$ cat src/rtl/mux4_sched_pkg.sv
// Shared types and helpers for the 4-requester round-robin mux scheduler.
package mux4_sched_pkg;

    typedef enum logic {
        IDLE  = 1'b0,
        GRANT = 1'b1
    } state_t;

    localparam int NREQ = 4;

    // First set request bit, searching ptr, ptr+1, ptr+2, ptr+3 (mod 4).
    function automatic logic [1:0] rr_pick(input logic [3:0] req, input logic [1:0] ptr);
        logic [1:0] pick;
        logic [1:0] idx;
        logic       found;
        pick  = ptr;
        found = 1'b0;
        for (int i = 0; i < NREQ; i++) begin
            idx = ptr + 2'(i);
            if (!found && req[idx]) begin
                pick  = idx;
                found = 1'b1;
            end
        end
        return pick;
    endfunction

endpackage

$ cat src/rtl/mux4_w.sv
// Width-parameterised combinational 4:1 mux.
module mux4_w #(
    parameter int WIDTH = 8
) (
    input  logic [1:0]       sel,
    input  logic [WIDTH-1:0] i0,
    input  logic [WIDTH-1:0] i1,
    input  logic [WIDTH-1:0] i2,
    input  logic [WIDTH-1:0] i3,
    output logic [WIDTH-1:0] y
);

    always_comb begin
        unique case (sel)
            2'd0:    y = i0;
            2'd1:    y = i1;
            2'd2:    y = i2;
            default: y = i3;
        endcase
    end

endmodule

$ cat src/rtl/mux4_rr_scheduler.sv
// Round-robin scheduler driving a shared 4:1 mux onto a valid/ready channel,
// with each grant bounded to HOLD_MAX accepted words.
//
// state | meaning
// IDLE  | no grant; picks next requester from ptr when any req is set
// GRANT | sel owns the mux; transfers on req[sel] & y_ready
module mux4_rr_scheduler
    import mux4_sched_pkg::*;
#(
    parameter int WIDTH    = 8,
    parameter int HOLD_MAX = 4
) (
    input  logic             clk,
    input  logic             rst,
    input  logic [3:0]       req,
    input  logic [WIDTH-1:0] i0,
    input  logic [WIDTH-1:0] i1,
    input  logic [WIDTH-1:0] i2,
    input  logic [WIDTH-1:0] i3,
    output logic [3:0]       ack,
    output logic [WIDTH-1:0] y,
    output logic             y_valid,
    input  logic             y_ready,
    output logic [1:0]       sel,
    output logic             busy
);

    localparam logic [3:0] CNT_LAST = 4'(HOLD_MAX - 1);

    state_t     state, state_n;
    logic [1:0] sel_n;
    logic [1:0] ptr, ptr_n;
    logic [3:0] cnt, cnt_n;
    logic       xfer;

    always_ff @(posedge clk) begin
        if (rst) begin
            state <= IDLE;
            sel   <= 2'd0;
            ptr   <= 2'd0;
            cnt   <= 4'd0;
        end else begin
            state <= state_n;
            sel   <= sel_n;
            ptr   <= ptr_n;
            cnt   <= cnt_n;
        end
    end

    always_comb begin
        state_n = state;
        sel_n   = sel;
        ptr_n   = ptr;
        cnt_n   = cnt;
        busy    = (state == GRANT);
        y_valid = 1'b0;
        ack     = 4'b0000;
        xfer    = 1'b0;

        unique case (state)
            IDLE: begin
                if (req != 4'b0000) begin
                    sel_n   = rr_pick(req, ptr);
                    cnt_n   = 4'd0;
                    state_n = GRANT;
                end
            end
            GRANT: begin
                y_valid = req[sel];
                xfer    = req[sel] & y_ready;
                if (xfer)
                    ack = 4'b0001 << sel;
                // A dropped request and a full burst both hand the mux on.
                if (!req[sel] || (xfer && cnt == CNT_LAST)) begin
                    state_n = IDLE;
                    ptr_n   = sel + 2'd1;
                    cnt_n   = 4'd0;
                end else if (xfer) begin
                    cnt_n = cnt + 4'd1;
                end
            end
            default: state_n = IDLE;
        endcase
    end

    mux4_w #(.WIDTH(WIDTH)) u_mux (
        .sel (sel),
        .i0  (i0),
        .i1  (i1),
        .i2  (i2),
        .i3  (i3),
        .y   (y)
    );

endmodule

$ cat config.mk
export PLATFORM = sky130hd
export DESIGN_NAME = mux4_rr_scheduler
export DESIGN_NICKNAME = d
export VERILOG_FILES = /design/src/rtl/mux4_sched_pkg.sv /design/src/rtl/mux4_w.sv /design/src/rtl/mux4_rr_scheduler.sv
export SDC_FILE = /design/constraint.sdc
export NUM_CORES = 1
export LEC_CHECK = 0
export ABC_AREA = 1
export ABC_CLOCK_PERIOD_IN_PS = 3300
export BUFFER_PORTS_ARGS = -buffer_cell sky130_fd_sc_hd__clkbuf_2
export CELL_PAD_IN_SITES_DETAIL_PLACEMENT = 0
export CELL_PAD_IN_SITES_GLOBAL_PLACEMENT = 1
export CORE_MARGIN = 2
export CORE_UTILIZATION = 31
export CTS_BUF_LIST = sky130_fd_sc_hd__clkbuf_4
export DETAILED_ROUTE_END_ITERATION = 8
export HOLD_SLACK_MARGIN = 0.02
export PLACE_DENSITY = 0.85
export SETUP_SLACK_MARGIN = 0.05
export SYNTH_ARGS = -nofsm -noshare
export SYNTH_HDL_FRONTEND = slang
export SYNTH_SLANG_ARGS = --single-unit
$ cat constraint.sdc
create_clock -name clk -period 3.3 [get_ports clk]
set_input_delay 0.165 -clock clk [delete_from_list [all_inputs] [get_ports clk]]
set_output_delay 0.165 -clock clk [all_outputs]
set_load 0.02 [all_outputs]
==> flow_metrics.py <==
metrics = {
    "global_route": {
        "grt_max_degree": 12,
        "grt_usage": 0.146,
        "antenna_found_initial": 0,
        "grt_pass1_vias": 1057,
        "grt_pass1_wl_um": 4220,
        "grt-ovfl-total": 0,
    },
    "critical_path": {
        "slowest_delay_ps": 440,
        "r2r_start": "ptr[0]",
        "reg2regPathDepth": 10,
        "cp_max_fo": 9,
        "crit_family": "buffers and inverters",
        "crit_type": "flop to primary output",
        "rrSetupSlack_ps": 1690,
        "crit_buf_inv": 2,
        "r2r_end": "sel[1]",
        "startpoint": "sel[0]",
        "crit_chain": "ha_1, clkinv_1, nor2_1, a31oi_1, clkbuf_2",
        "cpMaxStageDelayCell": "dfxtp_1",
        "crit_required_ps": 3130,
        "critPathArrivalTime_ps": 1780,
        "start_kind": "flop",
        "endpoint_kind": "primary output",
    },
    "clock_tree": {
        "cts_resized": 0,
        "htree_levels": 1,
        "cts_sinks": 9,
        "cts_tree": "built",
        "cts_made_buffers": 3,
        "postCtsSetupBuffers": 0,
        "root_buffer": "clkbuf_4",
        "clkLatencyLatePin_ps": 260,
        "clkSlewWorstSetupHoldPaths_ps": 60,
        "holdBufCountCts": 0,
        "cts_buffer_depth": 2,
    },
    "place": {
        "dp_cells": 272,
        "globalplace.congestion": 0.753,
        "dpl_cell_area_sq_um": 1300,
        "dp.final_hpwl_um": 2170,
        "portBuffers": 54,
    },
    "timing": {
        "max_freq_ghz": 0.515,
        "skew_ps": 2.06,
        "setup_violations": 0,
        "tightestPinTransition_ps": 362,
        "slew_viol_final": 0,
        "period_needed_ps": 1940,
        "rsz0062_at_grt": "no",
        "hold_violations": 0,
        "layout_worst_path_cycle_share": 0.588,
        "fin_tns_setup_ps": 0,
        "timing.slew.headroom": 0.759,
    },
    "detailed_routing": {
        "ant_nets": 0,
        "drcViolationCount": 0,
        "drtIter0Drc": 65,
        "wl_per_cell_um": 9.43,
        "firstDrtPassIters": 4,
        "routed_wl_um": 2600,
        "route.vias.total": 1237,
        "avgViaCountPerCell": 4.48,
    },
    "cells_and_area": {
        "final_cell_mix": "63 x nand2_1, 54 x clkbuf_2, 17 x inv_1, 15 x nor2_1, 14 x a21oi_1",
        "layout_commonest_cell": "nand2_1",
        "finalInstanceArea_sq_um": 1330,
        "drive_gt1_frac": 0.328,
        "syn_to_final_growth_pct": 32.9,
        "nets": 277,
        "fin_cells": 276,
        "diodes": 0,
    },
    "min_path": {
        "hold_path_startpoint": "rst",
        "hold-path-endpoint": "busy",
        "min_path_cells": 2,
        "hold_class": "primary input to flop",
    },
    "yosys": {
        "yosysSeqAreaShare": 0.180,
        "ys_ff_latch": 9,
        "yosysUniqueCellTypes": 22,
        "synth_area_sq_um": 1000,
        "ys_warn_count": 0,
        "synthCells": 179,
        "synth.avg_cell_area_sq_um": 5.59,
        "synth_nets": 223,
    },
    "run": {
        "drv_cap": 0,
    },
    "die": {
        "fp.dieArea_sq_um": 3700,
        "core_sq_um": 3050,
        "die_width_um": 60.8,
        "initial_core_util": 0.328,
        "io_pins": 55,
        "rows": 20,
        "die_y_um": 60.8,
    },
    "power": {
        "ir_drop_uv": 273,
        "p_leak_nw": 0.717,
        "pwr_density_cell_nw_per_um2": 468,
    },
    "status": {
        "outcome": "completed",
    },
}
[registers in the layout, indices dropped and copies added, names as in the netlist]
signal  flops
busy        1
sel         2
ptr         2
cnt         4
[cells in the mapped netlist]
| cell | instances | area share |
|---|---|---|
| nand2_1 | 63 | 0.24 |
| inv_1 | 17 | 0.064 |
| nor2_1 | 15 | 0.056 |
| a21oi_1 | 14 | 0.070 |
| nand3_1 | 13 | 0.065 |
| dfxtp_1 | 9 | 0.18 |
| a31oi_1 | 8 | 0.050 |
| nand2_2 | 7 | 0.044 |
| o21ai_0 | 6 | 0.030 |
| ha_1 | 5 | 0.063 |
| inv_2 | 5 | 0.019 |
| clkbuf_1 | 3 | 0.011 |
| nand2_4 | 3 | 0.034 |
| nor2_4 | 2 | 0.022 |
| nor3_1 | 2 | 0.010 |
| a21oi_2 | 1 | 0.0088 |
| buf_1 | 1 | 0.0037 |
| buf_6 | 1 | 0.011 |
| clkinv_1 | 1 | 0.0037 |
| nand4_1 | 1 | 0.0063 |
| o211ai_1 | 1 | 0.0075 |
| o21ai_1 | 1 | 0.0050 |
[layout make-up]
class,count,area (sq um)
Multi-Input combinational cell,142,708
Inverter,23,86.3
Clock buffer,4,30.0
Sequential cell,9,180
Tap cell,44,55.1
Timing Repair Buffer,54,270
Fill cell,342,1720
[stage by stage]
step           worst slack, ps  hold slack (ps)  total power, W  utilization
2_1_floorplan             1610              234        0.000425            -
3_3_place_gp              1600              370        0.000536        0.426
3_5_place_dp              1620              364        0.000533        0.426
4_1_cts                   1320             85.1        0.000633        0.436
5_1_grt                   1170             96.1        0.000679        0.436
6_report                  1360             97.9        0.000622        0.436
[logic make-up (layout without fill, tap and decap cells)]
family          Yosys count  in the layout  synth area share
compound gates           31             31             0.171
fa+ha+maj                 5              5            0.0625
buf+inv                  28             81             0.112
flops                     9              9             0.180
simple gates            106            106             0.474
[worst max path at each step]
stage	endpoint	cells after the start
after floorplan	ack[3]	4
after global placement	y[4]	5
after detailed placement	y[5]	5
after CTS	y[5]	5
after global routing	y[0]	5
final	y[0]	5
[worst register-to-register path, cell delays in order, from the launching register on]
cell and delay (ps):
dfxtp_1 540, inv_2 150, nand2_1 110, nand2_1 60, o21ai_0 200, nand3_1 120
nand2_1 100, nand2_1 50, nand2_1 50, nand2_1 60, a21oi_2 110
[report_power, final]
part / internal [W] / switching [W]
logic: 0.000137 / 0.000246
clock network: 0.0000549 / 0.0000397
registers: 0.000122 / 0.0000216
[layer usage]
| metal | wire length (um) | vias to the layer above | GRT usage |
|---|---|---|---|
| met2 | 1100 | 44 | 0.261 |
| met1 | 1260 | 509 | 0.183 |
| li1 | - | 680 | - |
| met5 | 0 | - | 0 |
| met3 | 210 | 4 | 0.0149 |
| met4 | 26 | 0 | 0.0466 |
Power figures use the tool's default switching activity.
